$ cat config.mk
export PLATFORM = sky130hd
export DESIGN_NAME = conv_seq_ctrl
export DESIGN_NICKNAME = d
export VERILOG_FILES = /design/src/rtl/conv_ctrl_pkg.sv /design/src/rtl/ctrl_watchdog.sv /design/src/rtl/conv_seq_ctrl.sv
export SDC_FILE = /design/constraint.sdc
export NUM_CORES = 1
export LEC_CHECK = 0
export ABC_AREA = 1
export ABC_CLOCK_PERIOD_IN_PS = 2760
export CORE_MARGIN = 5
export CORE_UTILIZATION = 50
export CTS_CLUSTER_SIZE = 40
export DETAILED_ROUTE_END_ITERATION = 16
export PLACE_DENSITY = 0.8
export SETUP_SLACK_MARGIN = 0.15
export SLEW_MARGIN = 5
export SYNTH_ARGS = -nofsm -noshare
export SYNTH_HDL_FRONTEND = slang
export SYNTH_SLANG_ARGS = --single-unit
$ cat constraint.sdc
create_clock -name clk -period 2.76 [get_ports clk]
set_clock_uncertainty 0.2 [all_clocks]
set_input_delay 0.552 -clock clk [delete_from_list [all_inputs] [get_ports clk]]
set_output_delay 0.552 -clock clk [all_outputs]
set_load 0.01 [all_outputs]
$ cat src/rtl/conv_ctrl_pkg.sv
`default_nettype none
// ------------------------------------------------------------------
// conv_ctrl_pkg : shared state encoding and defaults for conv_seq_ctrl
// Rev 1.0
// ------------------------------------------------------------------
package conv_ctrl_pkg;

  localparam int STATE_W       = 4;
  localparam int DEF_TIMEOUT   = 4096;
  localparam int DEF_WR_CYCLES = 1;

  // Low 3 bits of the four wait states are distinct; they double as err_phase.
  typedef enum logic [STATE_W-1:0] {
    ST_IDLE  = 4'd0,
    ST_L1M   = 4'd1,
    ST_L1M_W = 4'd2,
    ST_L1P   = 4'd3,
    ST_L1P_W = 4'd4,
    ST_L2WR  = 4'd5,
    ST_L2M   = 4'd6,
    ST_L2M_W = 4'd7,
    ST_L2P   = 4'd8,
    ST_L2P_W = 4'd9,
    ST_DONE  = 4'd10,
    ST_ERR   = 4'd11
  } state_e;

  function automatic logic is_wait(input state_e s);
    return (s == ST_L1M_W) || (s == ST_L1P_W) || (s == ST_L2M_W) || (s == ST_L2P_W);
  endfunction

endpackage
`default_nettype wire

$ cat src/rtl/ctrl_watchdog.sv
`default_nettype none
// ------------------------------------------------------------------
// ctrl_watchdog : cycle counter with sync clear, enable and terminal flag
// Rev 1.0
// ------------------------------------------------------------------
module ctrl_watchdog #(
  parameter int CNT_W  = 16,
  parameter int TC_VAL = 4095
) (
  input  logic             clk,
  input  logic             rst_n,
  input  logic             clr,
  input  logic             en,
  output logic [CNT_W-1:0] cnt,
  output logic             tc
);

  logic [CNT_W-1:0] r_cnt;

  always_ff @(posedge clk or negedge rst_n) begin
    if (!rst_n) begin
      r_cnt <= '0;
    end else if (clr) begin
      r_cnt <= '0;
    end else if (en) begin
      r_cnt <= r_cnt + 1'b1;
    end
  end

  assign cnt = r_cnt;
  assign tc  = (r_cnt == CNT_W'(TC_VAL));

endmodule
`default_nettype wire

$ cat src/rtl/conv_seq_ctrl.sv
`default_nettype none
// ------------------------------------------------------------------
// conv_seq_ctrl : issue/wait sequencer for the two-layer conv datapath
// Rev 1.0
// ------------------------------------------------------------------
module conv_seq_ctrl
  import conv_ctrl_pkg::*;
#(
  parameter int WR_CYCLES = DEF_WR_CYCLES,
  parameter int TIMEOUT   = DEF_TIMEOUT,
  parameter int CNT_W     = 16
) (
  input  logic             clk,
  input  logic             rst_n,
  input  logic             start,
  input  logic [7:0]       cfg_x,
  input  logic [7:0]       cfg_y,
  input  logic [7:0]       cfg_z,
  input  logic             done_mem_l1,
  input  logic             done_pe_l1,
  input  logic             done_mem_l2,
  input  logic             done_pe_l2,
  output logic             start_mem_l1,
  output logic             start_pe_l1,
  output logic             start_mem_l2,
  output logic             start_pe_l2,
  output logic             wrmem_en_l2,
  output logic [7:0]       x,
  output logic [7:0]       y,
  output logic [7:0]       z,
  output logic             busy,
  output logic             done,
  output logic             err,
  output logic [2:0]       err_phase,
  output logic [CNT_W-1:0] run_cycles
);

  state_e           r_state;
  logic [CNT_W-1:0] w_wd_cnt;
  logic             w_wd_tc;
  logic             w_wd_en;
  logic             w_wd_clr;
  logic             w_wait_done;
  logic             w_wr_last;

  always_comb begin
    w_wait_done = 1'b0;
    case (r_state)
      ST_L1M_W: w_wait_done = done_mem_l1;
      ST_L1P_W: w_wait_done = done_pe_l1;
      ST_L2M_W: w_wait_done = done_mem_l2;
      ST_L2P_W: w_wait_done = done_pe_l2;
      default:  w_wait_done = 1'b0;
    endcase
  end

  // Counter runs in wait states and L2WR; L1P_W hands over straight to L2WR, so clear on done.
  assign w_wd_en   = is_wait(r_state) || (r_state == ST_L2WR);
  assign w_wd_clr  = !w_wd_en || w_wait_done;
  assign w_wr_last = (w_wd_cnt == CNT_W'(WR_CYCLES - 1));

  ctrl_watchdog #(
    .CNT_W  (CNT_W),
    .TC_VAL (TIMEOUT - 1)
  ) u_wdog (
    .clk   (clk),
    .rst_n (rst_n),
    .clr   (w_wd_clr),
    .en    (w_wd_en),
    .cnt   (w_wd_cnt),
    .tc    (w_wd_tc)
  );

  always_ff @(posedge clk or negedge rst_n) begin
    if (!rst_n) begin
      r_state      <= ST_IDLE;
      start_mem_l1 <= 1'b0;
      start_pe_l1  <= 1'b0;
      start_mem_l2 <= 1'b0;
      start_pe_l2  <= 1'b0;
      wrmem_en_l2  <= 1'b0;
      x            <= '0;
      y            <= '0;
      z            <= '0;
      busy         <= 1'b0;
      done         <= 1'b0;
      err          <= 1'b0;
      err_phase    <= '0;
      run_cycles   <= '0;
    end else begin
      start_mem_l1 <= 1'b0;
      start_pe_l1  <= 1'b0;
      start_mem_l2 <= 1'b0;
      start_pe_l2  <= 1'b0;

      if (busy && (run_cycles != '1)) begin
        run_cycles <= run_cycles + 1'b1;
      end

      case (r_state)
        ST_IDLE, ST_DONE, ST_ERR: begin
          if (start) begin
            x            <= cfg_x;
            y            <= cfg_y;
            z            <= cfg_z;
            done         <= 1'b0;
            err          <= 1'b0;
            run_cycles   <= '0;
            busy         <= 1'b1;
            start_mem_l1 <= 1'b1;
            r_state      <= ST_L1M;
          end
        end
        ST_L1M: r_state <= ST_L1M_W;
        ST_L1P: r_state <= ST_L1P_W;
        ST_L2M: r_state <= ST_L2M_W;
        ST_L2P: r_state <= ST_L2P_W;
        ST_L1M_W, ST_L1P_W, ST_L2M_W, ST_L2P_W: begin
          if (w_wait_done) begin
            case (r_state)
              ST_L1M_W: begin
                start_pe_l1 <= 1'b1;
                r_state     <= ST_L1P;
              end
              ST_L1P_W: begin
                wrmem_en_l2 <= 1'b1;
                r_state     <= ST_L2WR;
              end
              ST_L2M_W: begin
                start_pe_l2 <= 1'b1;
                r_state     <= ST_L2P;
              end
              default: begin
                busy    <= 1'b0;
                done    <= 1'b1;
                r_state <= ST_DONE;
              end
            endcase
          end else if (w_wd_tc) begin
            busy      <= 1'b0;
            err       <= 1'b1;
            err_phase <= r_state[2:0];
            r_state   <= ST_ERR;
          end
        end
        ST_L2WR: begin
          if (w_wr_last) begin
            wrmem_en_l2  <= 1'b0;
            start_mem_l2 <= 1'b1;
            r_state      <= ST_L2M;
          end
        end
        default: begin
          busy        <= 1'b0;
          wrmem_en_l2 <= 1'b0;
          r_state     <= ST_IDLE;
        end
      endcase
    end
  end

endmodule
`default_nettype wire

==> results.toml, run 1 <==
[status]
status = "finished clean"

[finish]
seq_area_um2 = 1780
area_delta_synth_final_pct = 31.3
drive_gt1_frac = 0.0784
final_cell_mix = "nand2_1 (170), clkdlybuf4s50_1 (80), dfrtp_1 (71)"
nets = 590
multiInputGateArea_um2 = 1570
fill_cells = 619
finalNonFillerCells = 660
antenna_cells = 0
layout_commonest_cell = "nand2_1"

[clock_tree]
clock_latency_ns = 0.35
clk_path_buf_depth = 2
hold_buffers = 1
clk_pin_slew_worst_paths_ns = 0.08
cts_buffers = 9
cts_resized = 0
clock_sinks = 71
cts_tree = "yes"
root_buffer = "clkbuf_8"
post_cts_buffers = 0
htree_num_levels = 3

[sta]
slew_headroom = 0.648
hold_viol_final = 0
rsz0062_at_grt = "no"
worst_pin_slew_ns = 0.527
holdWs_ns = 0.281
tns_ns = 0
drv_slew = 0
finalSetupViolations = 0
finalCritPeriodShare = 0.797
max_freq_mhz = 455
fin_ws_ns = 0.561
fin_crit_ns = 2.20

[placed_design]
gp_congestion = 0.974
dp_hpwl_um = 6120
place_ws_ns = 0.457
io_buffer_count = 81
placed_cells = 643

[drt]
vias = 3296
drtIter0Drc = 140
via_per_inst = 4.99
drt-met1-wl_um = 3690
routedWlPerCell_um = 12.8
routed_wl_um = 8450
top_layer = "met4"
ant_nets = 0
wl_met2_um = 4130
firstDrtPassIters = 4
wl_met3_um = 474
route.detailed.drc = 0

[critical_path]
crit_fanout = 5
endpoint_kind = "flop"
rrSetupSlack_ns = 0.56
cp_data_arrival_time_ns = 2.21
path_class = "reg2reg"
required_ns = 2.77
start_kind = "flop"

[floorplanning]
start_util = 0.503
die_h_um = 94.8
fp.dieW_um = 94.8
io_pins = 82
rows = 31
die_area_um2 = 8980
core-area_um2 = 7140

[synthesis]
synthTopCellsByArea = "dfrtp_1 (49%), nand2_1 (18%), nor2_1 (6.2%)"
ys_warn_count = 0
yosysTopAreaCell = "dfrtp_1"
yosysUniqueCellTypes = 35
synth_top_area_frac = 0.495
syn-num-nets = 503
syn_area_per_cell_um2 = 7.66
netlist_area_um2 = 3590
syn_inst = 469
ys_seq_elements = 71
synth-seq-area-share = 0.495

[power_and_ir_drop]
p_leak_uw = 0.00229
vdd_drop_max_mv = 0.401
power_density_nw_per_um2 = 937

[min_path]
hold_path_class = "reg2reg"

[global_routing]
antenna_found_initial = 0
grt_pass1_vias = 3298
grt_use_total = 0.200
grt_start_max_net_pins = 52
overflow = 0
grt_pass1_wl_um = 14500

[flow_run]
drv_cap = 0
worst max-delay path, cell delays in order (launching register included):
cell	delay (ns)
dfrtp_1	0.40
ha_1	0.19
nand2_1	0.06
inv_1	0.07
nand2_1	0.13
nor2_1	0.35
nand3_1	0.18
nor2_1	0.19
nand2_1	0.07
nand2_1	0.09
nand2_1	0.06
nand2_1	0.06
nand2_1	0.05
cells by family (layout without fill, tap and decap cells):
logic type	Yosys count	in the layout	synth area share
AO/OA/AOI/OAI	35	35	0.0564
XOR/XNOR	6	6	0.0146
adder cells (fa/ha/maj)	3	3	0.0105
buffers and inverters	59	151	0.0690
flip-flops	71	71	0.495
AND/OR/NAND/NOR	295	295	0.355
flip-flops by register name, indices dropped and copies added, names as in the netlist, 3 cells and up:
register,flops
err_phase,3
r_state,4
run_cycles,16
u_wdog.cnt,16
x,8
y,8
z,8
per-stage QoR:
step / power, uW / utilization / cell area [um^2]
6_report: 4420 / 0.661 / 4720
5_1_grt: 4770 / 0.661 / 4720
4_1_cts: 4460 / 0.661 / 4720
3_5_place_dp: 3560 / 0.630 / 4490
3_3_place_gp: 3510 / 0.630 / 4490
2_1_floorplan: 2750 / - / 3590
synth_stat cells (all sizes together):
master,number
o21bai,5
nand4,6
nand2,174
nor3b,2
nand3b,1
nor4,1
inv,51
nor4b,1
o21ai,18
nor3,15
xnor2,1
and2,2
buf,7
or2,1
dfrtp,71
clkbuf,1
ha,3
nor2,66
a21oi,12
nand3,26
xor2,5
report_power, final:
group / switching, uW / total (uW) / internal, uW / leakage, uW
Combinational: 1110 / 1960 / 854 / 0.00125
Sequential: 235 / 1570 / 1340 / 0.000931
Clock: 413 / 888 / 475 / 0.000107
metal layers:
layer,global-route usage,vias to the layer above
met4,0.0685,0
met5,0,-
met1,0.254,1537
met3,0.0470,17
li1,-,1646
met2,0.336,96
path summary, 6_finish.rpt:
check                      depth (start not counted)                          to                 startpoint
min in group asynchronous                          2            x[6]$_DFFE_PN0P_                      rst_n
min                                                2            z[0]$_DFFE_PN0P_           z[0]$_DFFE_PN0P_
max in group asynchronous                          3  u_wdog.cnt[10]$_DFFE_PN0P_                      rst_n
max reg2reg                                       12            busy$_DFFE_PN0P_  u_wdog.cnt[0]$_DFFE_PN0P_
min reg2reg                                        2            z[0]$_DFFE_PN0P_           z[0]$_DFFE_PN0P_
max                                               12            busy$_DFFE_PN0P_  u_wdog.cnt[0]$_DFFE_PN0P_
final cells by class:
cell class                 count  area share
multi-input combinational    339       0.332
clock inverter                 5      0.0135
timing repair buffer          84       0.179
clock buffer                  11      0.0321
sequential                    71       0.377
inverter                      51      0.0406
tap                           99      0.0263
Power figures use the tool's default switching activity.
==> run 2, diff against run 1 <==
- ABC_CLOCK_PERIOD_IN_PS: 2760 -> 2000
- CORE_UTILIZATION: 50 -> 45
- PLACE_DENSITY: 0.8 -> 0.76
- clock period: 2.76 -> 2 ns (I/O delays scaled with it)
==> run 2 against run 1 <==
Net effect: combinational power increased by 66%; die area increased by 9.9%; critical path depth decreased by 2; register-to-register slack got worse by 0.41 ns; critical path type unchanged; clock power increased by 33%.
==> results.toml, run 2 (synthesis results as in run 1) <==
[status]
status = "finished clean"

[finish]
nets = 621
antenna_cells = 0
fin_util = 0.665
final_cell_mix = "nand2_1 (155), dfrtp_1 (63), nor2_1 (48)"
layout_commonest_cell = "nand2_1"
finalNonFillerCells = 694
area_delta_synth_final_pct = 43.9
drive_gt1_frac = 0.211

[placed_design]
io_buffer_count = 81
placed_cells = 655
gp_congestion = 0.918
dp_hpwl_um = 6160

[drt]
drt-met1-wl_um = 3960
routedWlPerCell_um = 13.4
firstDrtPassIters = 5
vias = 3422
wl_met2_um = 4680
wl_met3_um = 524
top_layer = "met4"
via_per_inst = 4.93
route.detailed.drc = 0
drtIter0Drc = 170
routed_wl_um = 9330
ant_nets = 0

[clock_tree]
cts_buffers = 9
clk_pin_slew_worst_paths_ns = 0.09
cts_tree = "yes"
clk_path_buf_depth = 2
clock_latency_ns = 0.35
clock_sinks = 71
htree_num_levels = 3
root_buffer = "clkbuf_8"

[global_routing]
antenna_found_initial = 0
grt_use_total = 0.183
overflow = 0
grt_start_max_net_pins = 60
grt_pass1_wl_um = 14800
grt_pass1_vias = 3320

[floorplanning]
rows = 32
die_h_um = 99.3
die_area_um2 = 9870
io_pins = 82
core-area_um2 = 7770
fp.dieW_um = 99.3
start_util = 0.462

[sta]
drv_slew = 0
finalSetupViolations = 0
fin_crit_ns = 1.85
worst_pin_slew_ns = 0.376
hold_viol_final = 0
slew_headroom = 0.748
rsz0062_at_grt = "yes"
finalCritPeriodShare = 0.924
max_freq_mhz = 541

[min_path]
hold_path_class = "in2async"

[critical_path]
cp_data_arrival_time_ns = 1.88
start_kind = "flop"
crit_fanout = 8
path_class = "reg2reg"
endpoint_kind = "flop"
required_ns = 2.03

[power_and_ir_drop]
vdd_drop_max_mv = 0.593
p_leak_uw = 0.00273
power_density_nw_per_um2 = 1280

[flow_run]
drv_cap = 0
## run 2: cell types whose count changed in the layout (fill, tap and decap cells not counted), sizes merged
cell,delta
buf,+29
clkbuf,-1
clkdlybuf4s50,-50
clkinv,+3
dlygate4sd2,+44
dlymetal6s2s,+6
## run 2: power by group
| part | internal (uW) | total [uW] | switching (uW) |
|---|---|---|---|
| logic | 1420 | 3250 | 1830 |
| clock network | 589 | 1180 | 587 |
| registers | 1860 | 2180 | 323 |
## run 2: final timing paths
path	startpoint	end	cells after the start	slack, ns
min reg2reg	z[7]$_DFFE_PN0P_	z[7]$_DFFE_PN0P_	2	0.28
max reg2reg	r_state[0]$_DFFE_PN0P_	u_wdog.cnt[8]$_DFFE_PN0P_	10	0.15
min	rst_n	u_wdog.cnt[11]$_DFFE_PN0P_	2	0.28
min in group clk	z[7]$_DFFE_PN0P_	z[7]$_DFFE_PN0P_	2	0.28
max in group asynchronous	rst_n	run_cycles[0]$_DFF_PN0_	3	0.70
max	r_state[0]$_DFFE_PN0P_	u_wdog.cnt[8]$_DFFE_PN0P_	10	0.15
## run 2: metrics by stage
stage	setup TNS (ns)	setup slack [ns]	instance area [um^2]	hold WS, ns	power (uW)
after floorplan	0	0.166	3590	-0.0956	3800
after global routing	0	0.0358	5170	0.295	7120
after global placement	-0.321	-0.0447	4590	0.114	4940
final	0	0.152	5170	0.279	6600
after CTS	0	0.0282	4870	0.274	6150
after detailed placement	-1.79	-0.126	4590	0.118	5010
## run 2: layout make-up
cell class	instances	area (um^2)
Clock buffer	9	124
Clock inverter	7	77.6
Fill cell	639	2600
Inverter	51	199
Multi-Input combinational cell	339	1760
Sequential cell	71	1790
Tap cell	102	128
Timing Repair Buffer	114	1090
Timing Repair inverter	1	5.00
## run 2: layer usage
| metal | vias up | track usage |
|---|---|---|
| met2 | 94 | 0.307 |
| li1 | 1708 | - |
| met3 | 13 | 0.0470 |
| met4 | 0 | 0.0704 |
| met5 | - | 0 |
| met1 | 1607 | 0.227 |
## run 2: worst max-delay path: stages, from the launching register on
cell and delay [ns]:
dfrtp_2 0.47, inv_2 0.08, nor2_4 0.15, nand3_2 0.13
nand2_2 0.12, nor2_4 0.06, nand2_4 0.07, inv_4 0.05
nor2_4 0.16, clkbuf_16 0.20, nor2_2 0.04
## run 2: what timing repair did
item / 4_1_cts / 5_1_grt
gates resized for setup: 63 / 53
gates cloned: 0 / 2
setup endpoints to repair: 73 / 72
pin swaps: 2 / 16
hold endpoints to repair: 12 / 0
hold buffers: 1 / 0
buffers inserted: 8 / 12
